$ cat src/rtl/jt5205_pkg.sv
// Shared jt5205 ADPCM constants: step table, index adjust table, widths and encoder states.
// The decoder imports this package too, so the tables cannot diverge between the two paths.
package jt5205_pkg;

    localparam int unsigned PCM_W     = 12;
    localparam int unsigned DIFF_W    = PCM_W + 1;
    localparam int unsigned NIB_W     = 4;
    localparam int unsigned STEP_W    = 12;
    localparam int unsigned IDX_W     = 6;
    localparam int unsigned IDX_SUM_W = IDX_W + 2;
    localparam int unsigned ADJ_W     = 5;
    localparam int unsigned DELTA_W   = 14;
    localparam int unsigned STEP_N    = 49;

    typedef logic signed [PCM_W-1:0] pcm_t;
    typedef logic [STEP_W-1:0]       step_t;
    typedef logic [IDX_W-1:0]        idx_t;
    typedef logic [NIB_W-1:0]        nib_t;

    typedef enum logic [2:0] {
        ST_IDLE,
        ST_B2,
        ST_B1,
        ST_B0,
        ST_UPD
    } enc_state_t;

    localparam idx_t IDX_MAX = 6'd48;
    localparam pcm_t PCM_MAX = 12'sh7FF;
    localparam pcm_t PCM_MIN = 12'sh800;

    localparam step_t STEP_TAB [0:STEP_N-1] = '{
        12'd16,   12'd17,   12'd19,   12'd21,   12'd23,   12'd25,   12'd28,
        12'd31,   12'd34,   12'd37,   12'd41,   12'd45,   12'd50,   12'd55,
        12'd60,   12'd66,   12'd73,   12'd80,   12'd88,   12'd97,   12'd107,
        12'd118,  12'd130,  12'd143,  12'd157,  12'd173,  12'd190,  12'd209,
        12'd230,  12'd253,  12'd279,  12'd307,  12'd337,  12'd371,  12'd408,
        12'd449,  12'd494,  12'd544,  12'd598,  12'd658,  12'd724,  12'd796,
        12'd876,  12'd963,  12'd1060, 12'd1166, 12'd1282, 12'd1411, 12'd1552
    };

    // Indexed by the magnitude bits {b2,b1,b0}.
    localparam logic signed [ADJ_W-1:0] ADJ_TAB [0:7] = '{
        -5'sd1, -5'sd1, -5'sd1, -5'sd1, 5'sd2, 5'sd4, 5'sd6, 5'sd8
    };

endpackage

$ cat src/rtl/jt5205_adpcm_enc_if.sv
// PCM-in / nibble-out handshake bundle for the jt5205 ADPCM encoder.
interface jt5205_adpcm_enc_if;
    import jt5205_pkg::*;

    pcm_t pcm_in;
    logic pcm_valid;
    logic pcm_ready;
    nib_t nib;
    logic nib_valid;
    logic nib_ready;

    // Caller side: supplies samples, consumes nibbles.
    modport master (
        output pcm_in, pcm_valid, nib_ready,
        input  pcm_ready, nib, nib_valid
    );

    // Encoder side.
    modport slave (
        input  pcm_in, pcm_valid, nib_ready,
        output pcm_ready, nib, nib_valid
    );

endinterface

$ cat src/rtl/jt5205_adpcm_step.sv
// Step-index tracker: clamps idx after each update and looks up the step size from the ROM.
// Optional idx output exists only when JT5205_ADPCM_ENC_DBG_EN is defined.
module jt5205_adpcm_step
    import jt5205_pkg::*;
(
    input  logic       clk,
    input  logic       rst,
    input  logic       clr_tick,
    input  logic       upd,
    input  logic [2:0] mag_code,
`ifdef JT5205_ADPCM_ENC_DBG_EN
    output idx_t       idx,
`endif
    output step_t      step
);

    localparam logic signed [IDX_SUM_W-1:0] SUM_MAX = IDX_SUM_W'(IDX_MAX);

    idx_t  idx_q, idx_d;
    step_t step_q;

    function automatic idx_t clamp_idx(input idx_t cur, input logic [2:0] code);
        logic signed [IDX_SUM_W-1:0] sum;
        sum = $signed({2'b00, cur}) + IDX_SUM_W'(ADJ_TAB[code]);
        if (sum[IDX_SUM_W-1])
            return '0;
        else if (sum > SUM_MAX)
            return IDX_MAX;
        else
            return sum[IDX_W-1:0];
    endfunction

    always_comb begin
        idx_d = idx_q;
        if (clr_tick)
            idx_d = '0;
        else if (upd)
            idx_d = clamp_idx(idx_q, mag_code);
    end

    // ROM addressed by the next index so step always matches the registered idx.
    always_ff @(posedge clk or posedge rst) begin
        if (rst) begin
            idx_q  <= '0;
            step_q <= STEP_TAB[0];
        end else begin
            idx_q  <= idx_d;
            step_q <= STEP_TAB[idx_d];
        end
    end

    assign step = step_q;
`ifdef JT5205_ADPCM_ENC_DBG_EN
    assign idx  = idx_q;
`endif

endmodule

$ cat src/rtl/jt5205_adpcm_enc.sv
// 4-bit OKI ADPCM encoder tracking the jt5205 decoder predictor bit-exactly, one bit per cen tick.
// Define JT5205_ADPCM_ENC_DBG_EN to expose pred_dbg/idx_dbg.
module jt5205_adpcm_enc
    import jt5205_pkg::*;
(
    input  logic clk,
    input  logic rst,
    input  logic cen,
    input  logic clr,
    jt5205_adpcm_enc_if.slave bus
`ifdef JT5205_ADPCM_ENC_DBG_EN
    ,
    output pcm_t pred_dbg,
    output idx_t idx_dbg
`endif
);

    localparam logic signed [DELTA_W-1:0] SUM_MAX = DELTA_W'(PCM_MAX);
    localparam logic signed [DELTA_W-1:0] SUM_MIN = DELTA_W'(PCM_MIN);

    enc_state_t state_q, state_d;
    pcm_t       pred_q, pred_d;
    step_t      mag_q, mag_d;
    logic       sign_q, sign_d;
    logic       b2_q, b2_d, b1_q, b1_d, b0_q, b0_d;
    nib_t       nib_q, nib_d;
    logic       nib_valid_q, nib_valid_d;

    step_t                     step, step_half, step_qtr;
    logic                      upd_fire, stall, clr_tick;
    logic signed [DIFF_W-1:0]  diff;
    logic        [DIFF_W-1:0]  diff_abs;
    logic signed [DELTA_W-1:0] delta, pred_ext, pred_sum;
    pcm_t                      pred_sat;

    assign clr_tick = cen & clr;
    assign stall    = nib_valid_q & ~bus.nib_ready;

    jt5205_adpcm_step u_step (
        .clk      (clk),
        .rst      (rst),
        .clr_tick (clr_tick),
        .upd      (upd_fire),
        .mag_code ({b2_q, b1_q, b0_q}),
`ifdef JT5205_ADPCM_ENC_DBG_EN
        .idx      (idx_dbg),
`endif
        .step     (step)
    );

    // Difference magnitude and decoder-identical reconstruction with saturation.
    always_comb begin
        diff      = $signed({bus.pcm_in[PCM_W-1], bus.pcm_in}) - $signed({pred_q[PCM_W-1], pred_q});
        diff_abs  = diff[DIFF_W-1] ? DIFF_W'(-diff) : DIFF_W'(diff);
        step_half = step >> 1;
        step_qtr  = step >> 2;
        delta     = DELTA_W'(step >> 3)
                  + (b2_q ? DELTA_W'(step)      : '0)
                  + (b1_q ? DELTA_W'(step_half) : '0)
                  + (b0_q ? DELTA_W'(step_qtr)  : '0);
        pred_ext  = DELTA_W'(pred_q);
        pred_sum  = sign_q ? (pred_ext - delta) : (pred_ext + delta);
        if (pred_sum > SUM_MAX)
            pred_sat = PCM_MAX;
        else if (pred_sum < SUM_MIN)
            pred_sat = PCM_MIN;
        else
            pred_sat = pred_sum[PCM_W-1:0];
    end

    always_comb begin
        state_d     = state_q;
        pred_d      = pred_q;
        mag_d       = mag_q;
        sign_d      = sign_q;
        b2_d        = b2_q;
        b1_d        = b1_q;
        b0_d        = b0_q;
        nib_d       = nib_q;
        nib_valid_d = nib_valid_q;
        upd_fire    = 1'b0;
        if (cen) begin
            // An accepted nibble frees the slot; a same-tick UPD load below overrides this.
            if (nib_valid_q && bus.nib_ready)
                nib_valid_d = 1'b0;
            if (clr) begin
                state_d = ST_IDLE;
                pred_d  = '0;
            end else begin
                case (state_q)
                    ST_IDLE: if (bus.pcm_valid) begin
                        sign_d  = diff[DIFF_W-1];
                        mag_d   = diff_abs[STEP_W-1:0];
                        state_d = ST_B2;
                    end
                    ST_B2: begin
                        b2_d = (mag_q >= step);
                        if (b2_d) mag_d = mag_q - step;
                        state_d = ST_B1;
                    end
                    ST_B1: begin
                        b1_d = (mag_q >= step_half);
                        if (b1_d) mag_d = mag_q - step_half;
                        state_d = ST_B0;
                    end
                    ST_B0: begin
                        b0_d    = (mag_q >= step_qtr);
                        state_d = ST_UPD;
                    end
                    ST_UPD: if (!stall) begin
                        pred_d      = pred_sat;
                        nib_d       = {sign_q, b2_q, b1_q, b0_q};
                        nib_valid_d = 1'b1;
                        upd_fire    = 1'b1;
                        state_d     = ST_IDLE;
                    end
                    default: state_d = ST_IDLE;
                endcase
            end
        end
    end

    always_ff @(posedge clk or posedge rst) begin
        if (rst) begin
            state_q     <= ST_IDLE;
            pred_q      <= '0;
            mag_q       <= '0;
            sign_q      <= 1'b0;
            b2_q        <= 1'b0;
            b1_q        <= 1'b0;
            b0_q        <= 1'b0;
            nib_q       <= '0;
            nib_valid_q <= 1'b0;
        end else begin
            state_q     <= state_d;
            pred_q      <= pred_d;
            mag_q       <= mag_d;
            sign_q      <= sign_d;
            b2_q        <= b2_d;
            b1_q        <= b1_d;
            b0_q        <= b0_d;
            nib_q       <= nib_d;
            nib_valid_q <= nib_valid_d;
        end
    end

    assign bus.pcm_ready = (state_q == ST_IDLE) & ~clr;
    assign bus.nib       = nib_q;
    assign bus.nib_valid = nib_valid_q;
`ifdef JT5205_ADPCM_ENC_DBG_EN
    assign pred_dbg      = pred_q;
`endif

endmodule

$ cat src/flat_wrapper.sv
// flat-port wrapper written by rule: the top's interface ports become plain ports
module jt5205_adpcm_enc_flat import jt5205_pkg::*;
  (clk, rst, cen, clr, bus_pcm_in, bus_pcm_valid, bus_nib_ready, bus_pcm_ready, bus_nib, bus_nib_valid);
  jt5205_adpcm_enc_if bus_i ();
  input  logic clk;
  input  logic rst;
  input  logic cen;
  input  logic clr;
  input wire logic [$bits(bus_i.pcm_in)-1:0] bus_pcm_in;
  input wire logic [$bits(bus_i.pcm_valid)-1:0] bus_pcm_valid;
  input wire logic [$bits(bus_i.nib_ready)-1:0] bus_nib_ready;
  output wire logic [$bits(bus_i.pcm_ready)-1:0] bus_pcm_ready;
  output wire logic [$bits(bus_i.nib)-1:0] bus_nib;
  output wire logic [$bits(bus_i.nib_valid)-1:0] bus_nib_valid;
  assign bus_i.pcm_in = bus_pcm_in;
  assign bus_i.pcm_valid = bus_pcm_valid;
  assign bus_i.nib_ready = bus_nib_ready;
  assign bus_pcm_ready = bus_i.pcm_ready;
  assign bus_nib = bus_i.nib;
  assign bus_nib_valid = bus_i.nib_valid;
  jt5205_adpcm_enc u_core (.clk(clk), .rst(rst), .cen(cen), .clr(clr), .bus(bus_i));
endmodule
$ cat config.mk
export PLATFORM = sky130hd
export DESIGN_NAME = jt5205_adpcm_enc_flat
export DESIGN_NICKNAME = d
export VERILOG_FILES = /design/src/rtl/jt5205_pkg.sv /design/src/rtl/jt5205_adpcm_enc_if.sv /design/src/rtl/jt5205_adpcm_step.sv /design/src/rtl/jt5205_adpcm_enc.sv /design/src/flat_wrapper.sv
export SDC_FILE = /design/constraint.sdc
export NUM_CORES = 1
export LEC_CHECK = 0
export ABC_AREA = 0
export CAP_MARGIN = 10
export CORE_ASPECT_RATIO = 1.75
export CORE_MARGIN = 2
export CORE_UTILIZATION = 35
export CTS_BUF_LIST = sky130_fd_sc_hd__clkbuf_16
export CTS_CLUSTER_DIAMETER = 50
export DETAILED_ROUTE_END_ITERATION = 6
export PLACE_DENSITY = 0.51
export RECOVER_POWER = 25
export SLEW_MARGIN = 30
export SYNTH_ARGS = -nofsm -noshare
export SYNTH_HDL_FRONTEND = slang
export SYNTH_SLANG_ARGS = --single-unit
$ cat constraint.sdc
create_clock -name clk -period 14.3 [get_ports clk]
set_clock_uncertainty 0.1 [all_clocks]
set_input_delay 2.86 -clock clk [delete_from_list [all_inputs] [get_ports clk]]
set_output_delay 2.86 -clock clk [all_outputs]
set_load 0.1 [all_outputs]
After elaboration in Yosys (flattened, before gate mapping)

Memories as Yosys holds them, arrays and structs flattened. A register that Yosys moved wholly into a read port is not among the register bits.
Index checks and enable logic that the tools add are counted.

Register bits after elaboration: 42
Bits in latches: 0
Memory bits (writable): 0
Bits in read-only memories: 808
Memories kept: 2
Output and inout bits: 6
Bits of input ports: 18
Logic and storage cells: 91

Memories:

| memory          | words | bits a word | rd ports | clocked after Yosys merged registers in | write ports | RTL line                | source |
|---|---|---|---|---|---|---|---|
| (no name shown) | 64    | 12          | 1        | 1                                       | 0           | jt5205_adpcm_step.sv:48 | `step_q <= STEP_TAB[idx_d];` |
| (no name shown) | 8     | 5           | 1        | 0                                       | 0           | jt5205_adpcm_step.sv:24 | `sum = $signed({2'b00, cur}) + IDX_SUM_W'(ADJ_TAB[code]);` |

Add/subtract/negate cells: 10
Muxes and demuxes: 32
Divide/modulo/power cells: 0
Equality and inequality tests: 10
Multiply operators: 0
Shifts and indexed selects: 0
Magnitude comparators: 7
Reduce and logical (&&, ||, !) cells: 12
Bitwise operators: 8

Operator list:

| kind                                                             | count |
|---|---|
| 2-to-1 mux 12 bit                                                | 10 |
| one-hot mux 12 bit (3 select lines)                              | 1 |
| adder 14 bit                                                     | 2 |
| 2-to-1 mux 6 bit                                                 | 4 |
| one-hot mux 3 bit (5 select lines)                               | 1 |
| AND reduction 3 bit                                              | 5 |
| adder 12 x 14 -> 14 bit                                          | 1 |
| adder 9 x 14 -> 14 bit                                           | 1 |
| greater-than comparator 14 x 12 -> 1 bit (second input constant) | 1 |
| < comparator 14 x 12 -> 1 bit (second input constant)            | 1 |
| 2-to-1 mux 14 bit                                                | 1 |
| subtractor 12 x 14 -> 14 bit                                     | 1 |
| subtractor 12 x 12 -> 13 bit                                     | 1 |
| >= comparator 12 x 10 -> 1 bit                                   | 1 |
| >= comparator 12 x 11 -> 1 bit                                   | 1 |
| >= comparator 12 bit                                             | 1 |
| negation 12 bit                                                  | 1 |
| subtractor 12 x 11 -> 12 bit                                     | 1 |
| subtractor 12 bit                                                | 1 |
| 2-to-1 mux 11 bit                                                | 1 |
| 2-to-1 mux 10 bit                                                | 1 |
| 2-to-1 mux 5 bit                                                 | 2 |
| 2-to-1 mux 3 bit                                                 | 3 |
| adder 7 x 5 -> 8 bit                                             | 1 |
| 19 further kinds                                                 | 35 |

Depth between registers and ports, before layout

Gate-level depths: netlist (run 1).

Word-level depth: 12
Mapped depth: 27
Mapped depth without buffers: 25

By module

Synthesis (run 1) repeated with hierarchy kept, for this count alone.

Cell total of the unflattened synthesis: 993
Area, all modules: 8022.7 µm²

By module, submodules not included:

| module            | seq. area each (µm²) | area an instance (µm²) | times used | cells each |
|---|---|---|---|---|
| jt5205_adpcm_enc  | 900.9                | 6087.1                 | 1          | 755 |
| jt5205_adpcm_step | 426.7                | 1935.6                 | 1          | 238 |

Worst setup path before layout (run 1)

OpenSTA, ideal clock, no wires.

Kind: input-to-output
From: input clr
To: output bus_pcm_ready
Stages: 2
Setup slack: 5509 ps
Buffers on the path: 1
Data arrival time: 5831 ps
Data required time: 11340 ps
Cell sequence: buf_2 > nor4_1

Word-level cells in the longest chain between the ends: 2

Ends and longest elaborated chain:

| element             | RTL line                | source |
|---|---|---|
| from (decl)         | flat_wrapper.sv:8       | `input logic clr;` |
| NOT 1 bit (no line) | -                       |  |
| AND 1 bit           | jt5205_adpcm_enc.sv:147 | `assign bus.pcm_ready = (state_q == ST_IDLE) & ~clr;` |
| to (decl)           | flat_wrapper.sv:12      | `output wire logic [$bits(bus_i.pcm_ready)-1:0] bus_pcm_ready;` |

Every way passes these cells.

Worst setup path in the final report (run 1)

Same ends and word-level chain as after synthesis.

==> results of run 1 <==
## metal layers
metal  share of wire, %  track usage (%)  routed length [µm]
met4                4.5             9.89                 960
met1                 38             20.6                8070
met2                 56             37.9               11900
met5                  0                0                   0
met3                2.1             1.78                 448
## power by group through the flow
stage / registers [W] / clock network (W) / logic, W
6_report: 0.000227 / 0.000131 / 0.000624
5_1_grt: 0.000233 / 0.000141 / 0.000705
4_1_cts: 0.000227 / 0.000137 / 0.000628
3_5_place_dp: 0.000229 / 0 / 0.000625
3_3_place_gp: 0.000230 / 0 / 0.000622
2_1_floorplan: 0.000213 / 0 / 0.000495
## path summary, 6_finish.rpt
check / start / endpoint / slack, ns / cells after the start
min reg2reg: u_core.bus.nib[3] / u_core.bus.nib[3] / 0.38 / 2
max reg2reg: u_core.b2_q / u_core.pred_q[5] / 7.24 / 23
min in group asynchronous: rst / u_core.mag_q[7] / 4.08 / 3
max: clr / bus_pcm_ready / 6.52 / 3
max in group asynchronous: rst / u_core.bus.nib[0] / 8.26 / 3
min: u_core.bus.nib[3] / u_core.bus.nib[3] / 0.38 / 2
## tightest hold or removal path: cells and delay by family, from the launching register on
family,cells,cell delay [ns]
DFF,1,0.35
and+or+nand+nor,2,0.11
## sequential cells by signal, summed over array words and instances (netlist names)
signal,flops
u_core.mag_q,12
u_core.pred_q,12
u_core.u_step.step,11
u_core.u_step.idx_q,6
u_core.bus.nib,4
u_core.state_q,3
u_core.b0_q,1
u_core.b1_q,1
u_core.b2_q,1
u_core.bus.nib_valid,1
u_core.sign_q,1
## cells in the mapped netlist (6+ instances only)
library cell,number,area (µm²)
xnor2_1,37,324
nor2_1,92,345
o21bai_1,6,45.0
and3_1,8,50.1
and2_1,27,169
fa_1,22,440
dfrtp_1,52,1300
nand2_1,57,214
a21o_1,23,173
clkbuf_1,16,60.1
a211oi_1,15,113
o211ai_1,12,90.1
a31oi_1,6,37.5
o21ai_1,6,30.0
nand2b_1,7,43.8
o22ai_1,13,81.3
o21a_1,12,90.1
xor2_1,23,201
nand4_1,9,56.3
a21oi_1,70,350
or2_2,6,37.5
nand3_1,18,90.1
ha_1,86,1080
o21ai_0,32,160
or3_1,10,62.6
inv_1,75,282
buf_2,9,45.0
a221o_1,12,120
nor3_1,23,115
mux2i_1,16,160
nor2b_1,10,62.6
## cells by family (layout without fill, tap and decap cells)
| family | Yosys count | count (layout) | synth area share (%) |
|---|---|---|---|
| xor gates and xnor gates | 61 | 61 | 7.32 |
| DFF | 53 | 53 | 17.7 |
| buffers and inverters | 112 | 115 | 5.95 |
| and+or+nand+nor | 289 | 289 | 18.8 |
| adders and majority gates | 108 | 108 | 20.2 |
| AOI/OAI and AO/OA | 285 | 285 | 27.6 |
| muxes | 18 | 18 | 2.43 |
## metrics by stage
stage | cell area (µm²) | setup WS, ns | total power (W)
finish | 8080 | 6.52 | 0.000982
global route | 8080 | 6.42 | 0.00108
CTS | 8080 | 6.51 | 0.000992
detailed placement | 7940 | 6.53 | 0.000854
global placement | 7940 | 6.53 | 0.000852
floorplan | 7500 | 5.51 | 0.000708
## area by class of cell
class	instances	area share (%)
Clock buffer	5	1.55
Clock inverter	3	0.263
Inverter	79	3.67
Multi-Input combinational cell	761	70.9
Sequential cell	53	16.4
Tap cell	252	3.90
Timing Repair Buffer	28	3.27
==> reports/qor.csv, run 1 <==
stage,metric,value,unit
status,status,finished with violations,
status,violations,"capacitance limit, slew limit",
sta,fin_hold_ws,0.384,ns
setup_path,cp_top_family,buffers and inverters,
detailed_routing,antenna_left,0,
setup_path,crit_top_cell,clkdlybuf4s50_1,
layout,seq_area,1330,µm²
clock_tree,clk_pin_slew,0.08,ns
pwr,p_leak,3.58,nW
pwr,power.switching,0.000478,W
clock_tree,cts-root-buf,clkbuf_16,
sta,fin_crit_sh,54.4,%
layout,final_cell_mix,"92 x nor2_1, 86 x ha_1, 74 x inv_1, 70 x a21oi_1, 57 x nand2_1",
placed_design,portBuffers,23,
layout,syn2layout_area_growth,7.67,%
sta,rsz0062_at_grt,false,
sta,fin_setup_tns,0,ns
layout,final_common_cell,nor2_1,
floorplan,num_io_pins,24,
synthesis,async_flop_share,100,%
synthesis,synth_edf_count,0,
clock_tree,clk_latency,0.31,ns
layout,multi_input_area,5730,µm²
synthesis,ys.flop_type,dfrtp_1,
layout,drive_gt1_share,5.81,%
setup_path,start_kind,input port,
synthesis,syn-num-nets,1052,
floorplan,core_area,20900,µm²
setup_path,end_kind,primary output,
grt,grt_pass1_vias,6886,
layout,nets,1054,
setup_path,critPathSlowestCell,clkdlybuf4s50_1,
synthesis,avgSynthCellArea,8.10,µm²
setup_path,worst-path-max-fanout,8,
setup_path,required,11.34,ns
sta,maxSlewHeadroom,-108,%
layout,fill_cells,2193,
synthesis,ys_seq_elements,53,
pwr,pwr-share-comb,63.5,%
layout,antenna_cells,0,
pwr,seq_power_share,23.1,%
sta,slew_viol_final,54,
layout,layout.cells.non_filler,1181,
clock_tree,cts_buffer_depth,2,
clock_tree,cts_setup_buffers,0,
sta,worst_pin_slew,3.12,ns
clock_tree,numCtsBuffers,5,
synthesis,syn_inst,926,
detailed_routing,drt-pass1-iter-count,5,
setup_path,crit_chain,clkdlybuf4s50_1 -> nor4_1 -> clkdlybuf4s50_1,
detailed_routing,wl_per_cell,18.1,µm
detailed_routing,viasPerCell,5.70,
job,max_cap_viol_count,1,
pwr,swShare,48.7,%
pwr,powerDensity,122,nW/µm²
setup_path,path_buf_inv,2,
grt,grt_antenna_before_repair,0,
setup_path,crit_type,input port to primary output,
synthesis,yosysWarnings,0,
grt,grt_pass1_wl,35200,µm
detailed_routing,first_iter_violations,305,
sta,hold_viol,0,
pwr,clkPwrFrac,13.3,%
sta,setup_viol_count_final,0,
placed_design,dp_hpwl,17100,µm
floorplan,rows,70,
sta,clock.fmax,128,MHz
clock_tree,cts_resized,0,
clock_tree,cts_hold_buf,0,
worst_hold_path,min_path_type,flip-flop to flip-flop,
grt,grt_max_degree,54,
grt,overflow,0,
synthesis,ys_seq_area_share,17.7,%
setup_path,max_stage_delay,1.18,ns
clock_tree,cts_tree,built,
detailed_routing,wirelength,21400,µm
pwr,p_int,0.000504,W
detailed_routing,vias,6729,
sta,min_period,7.78,ns
floorplan,dieWidth,115,µm
layout,final_util,38.6,%
detailed_routing,post-route-drc-count,0,
placed_design,dp.cells,1173,
floorplan,initial_core_util,35.8,%
floorplan,die_area,22700,µm²
floorplan,chipHeight,198,µm
grt,grt_usage,19.7,%
synthesis,syn_area,7500,µm²
pwr,ir_drop,0.0528,mV
clock_tree,cts.sinks,53,
clock_tree,ctsHtreeMaxLevel,2,
setup_path,worstPathArrival,4.82,ns
placed_design,routabilityCongestion,0.869,
synthesis,synth_cell_types,88,
Note: power is estimated with default switching activity, not from simulation.
==> run 2, diff against run 1 <==
--- a/config.mk
+++ b/config.mk
@@ -13,7 +13,7 @@
 export CTS_BUF_LIST = sky130_fd_sc_hd__clkbuf_16
 export CTS_CLUSTER_DIAMETER = 50
 export DETAILED_ROUTE_END_ITERATION = 6
-export PLACE_DENSITY = 0.51
+export PLACE_DENSITY = 0.53
 export RECOVER_POWER = 25
 export SLEW_MARGIN = 30
 export SYNTH_ARGS = -nofsm -noshare
==> constraint.sdc (replaced) <==
create_clock -name clk -period 6.25 [get_ports clk]
set_clock_uncertainty 0.1 [all_clocks]
set_input_delay 1.25 -clock clk [delete_from_list [all_inputs] [get_ports clk]]
set_output_delay 1.25 -clock clk [all_outputs]
set_load 0.1 [all_outputs]
==> run 2 against run 1 <==
The run still ends with capacitance limit, slew limit left; core utilization is 0.69 points higher; sequential share of layout area decreased by 0.29 points; worst setup slack lost 6.2 ns; cell count increased by 0.68%; total power is 140% higher; design area up 1.8%.
==> reports/qor.csv, run 2 (same netlist as run 1, synthesis figures left out) <==
stage,metric,value,unit,change
status,status,finished with violations,,
status,violations,"capacitance limit, slew limit",,
layout,final_cell_mix,"91 x nor2_1, 86 x ha_1, 74 x inv_1, 70 x a21oi_1, 57 x nand2_1",,
clock_tree,ctsHtreeMaxLevel,2,,unchanged
pwr,powerDensity,285,nW/µm²,+130%
setup_path,worst-path-max-fanout,11,,+3
worst_hold_path,min_path_type,flip-flop to flip-flop,,
clock_tree,cts.sinks,53,,unchanged
placed_design,dp.cells,1179,,+0.51%
layout,drive_gt1_share,6.83,%,+1.0 points
layout,antenna_cells,0,,unchanged
grt,grt_pass1_wl,34800,µm,-1.2%
grt,grt_max_degree,54,,unchanged
setup_path,end_kind,flip-flop,,
setup_path,required,6.34,ns,-5.00 ns
sta,fin_setup_tns,0,ns,unchanged
placed_design,portBuffers,23,,unchanged
layout,syn2layout_area_growth,9.59,%,
sta,setup_viol_count_final,0,,unchanged
layout,final_common_cell,nor2_1,,
floorplan,rows,70,,unchanged
floorplan,die_area,22700,µm²,unchanged
grt,grt_pass1_vias,6949,,+0.91%
layout,design_area,8220,µm²,+1.8%
grt,grt_antenna_before_repair,0,,unchanged
floorplan,chipHeight,198,µm,unchanged
grt,overflow,0,,unchanged
detailed_routing,post-route-drc-count,0,,unchanged
clock_tree,clk_pin_slew,0.08,ns,about the same
clock_tree,cts_tree,built,,
setup_path,start_kind,flip-flop,,
detailed_routing,wl_per_cell,17.9,µm,-1.2%
sta,min_period,5.91,ns,
sta,worst_pin_slew,3.05,ns,-0.0659 ns
sta,worst_slack,0.337,ns,-6.18 ns
sta,maxSlewHeadroom,-103,%,+4.4 points
sta,slew_viol_final,54,,unchanged
placed_design,preCtsSetupSlack,-0.0195,ns,-6.55 ns
pwr,p_leak,3.67,nW,+2.4%
sta,clock.fmax,169,MHz,
sta,fin_crit_sh,94.6,%,
placed_design,routabilityCongestion,0.860,,-1.1%
placed_design,placed_area,7990,µm²,+0.66%
placed_design,dp_hpwl,17100,µm,-0.40%
layout,layout.cells.non_filler,1189,,+0.68%
layout,final_util,39.3,%,+0.69 points
setup_path,worstPathArrival,6.01,ns,+1.19 ns
clock_tree,cts_buffer_depth,2,,unchanged
detailed_routing,wirelength,21300,µm,-0.49%
detailed_routing,viasPerCell,5.72,,+0.36%
floorplan,core_area,20900,µm²,unchanged
clock_tree,clk_latency,0.31,ns,about the same
sta,hold_viol,0,,unchanged
layout,fill_cells,2177,,-0.73%
detailed_routing,first_iter_violations,306,,+0.33%
detailed_routing,vias,6799,,+1.0%
layout,nets,1062,,+0.76%
clock_tree,numCtsBuffers,5,,unchanged
clock_tree,cts-root-buf,clkbuf_16,,
grt,grt_usage,19.4,%,-0.29 points
floorplan,initial_core_util,35.8,%,unchanged
floorplan,dieWidth,115,µm,unchanged
setup_path,crit_type,flip-flop to flip-flop,,
detailed_routing,antenna_left,0,,unchanged
pwr,ir_drop,0.124,mV,+130%
job,max_cap_viol_count,1,,unchanged
detailed_routing,drt-pass1-iter-count,6,,+1
clock_tree,cts_hold_buf,0,,unchanged
floorplan,num_io_pins,24,,unchanged
[run 2: worst paths after layout]
check / start / to / slack [ns] / depth (start not counted)
min in group asynchronous: rst / u_core.mag_q[9] / 2.44 / 3
hold / removal: u_core.bus.nib[1] / u_core.bus.nib[1] / 0.39 / 2
hold reg to reg: u_core.bus.nib[1] / u_core.bus.nib[1] / 0.39 / 2
max in group asynchronous: rst / u_core.bus.nib[3] / 1.89 / 3
setup reg to reg: u_core.u_step.step[1] / u_core.pred_q[3] / 0.34 / 25
setup / recovery: u_core.u_step.step[1] / u_core.pred_q[3] / 0.34 / 25
[run 2: layer usage]
layer,vias up,wire length [µm],global-route usage (%)
met3,37,466,1.56
met5,-,0,0
li1,3393,-,-
met1,3262,8220,20.5
met4,0,1000,10.3
met2,107,11600,37.1
[run 2: layout make-up]
type,count,area (µm²),share of cell area (%)
Timing Repair Buffer,36,337,4.09
Inverter,79,297,3.61
Clock inverter,3,65.1,0.791
Sequential cell,53,1330,16.1
Tap cell,252,315,3.84
Multi-Input combinational cell,761,5760,70.0
Clock buffer,5,125,1.52
[run 2: stage by stage]
step	hold WS, ns	power (W)
after floorplan	0.400	0.00162
after global placement	0.367	0.00195
after detailed placement	0.378	0.00195
after CTS	0.397	0.00235
after global routing	0.410	0.00257
final	0.389	0.00234
[run 2: power breakdown]
| part | internal (W) | switching [W] |
|---|---|---|
| logic | 0.000623 | 0.000853 |
| registers | 0.000402 | 0.0000887 |
| clock network | 0.000230 | 0.000146 |
| total | 0.00126 | 0.00109 |
[run 2: critical path, cell delays in order, from the launching register on]
cell and delay (ns):
dfrtp_1 0.40, inv_1 0.13, nor2_1 0.08, fa_1 0.53, inv_1 0.05, fa_1 0.49, inv_1 0.04, ha_1 0.23
fa_1 0.45, a21o_1 0.22, a211oi_1 0.23, nor2_1 0.10, or3_1 0.42, nor2_1 0.10, nor2_1 0.05, xnor2_1 0.16
ha_1 0.37, nand2_1 0.07, a211oi_1 0.22, a21oi_1 0.09, a31o_2 0.25, o21ai_2 0.18, xnor3_2 0.27, a21oi_4 0.08
buf_12 0.15, a221o_1 0.31
[run 2: what timing repair did]
action                                  4_1_cts  5_1_grt
pin swaps                                     0        2
resized for setup                             1        2
buffers inserted                              0        2
endpoints found under the setup margin       11       11
gates cloned                                  0        0
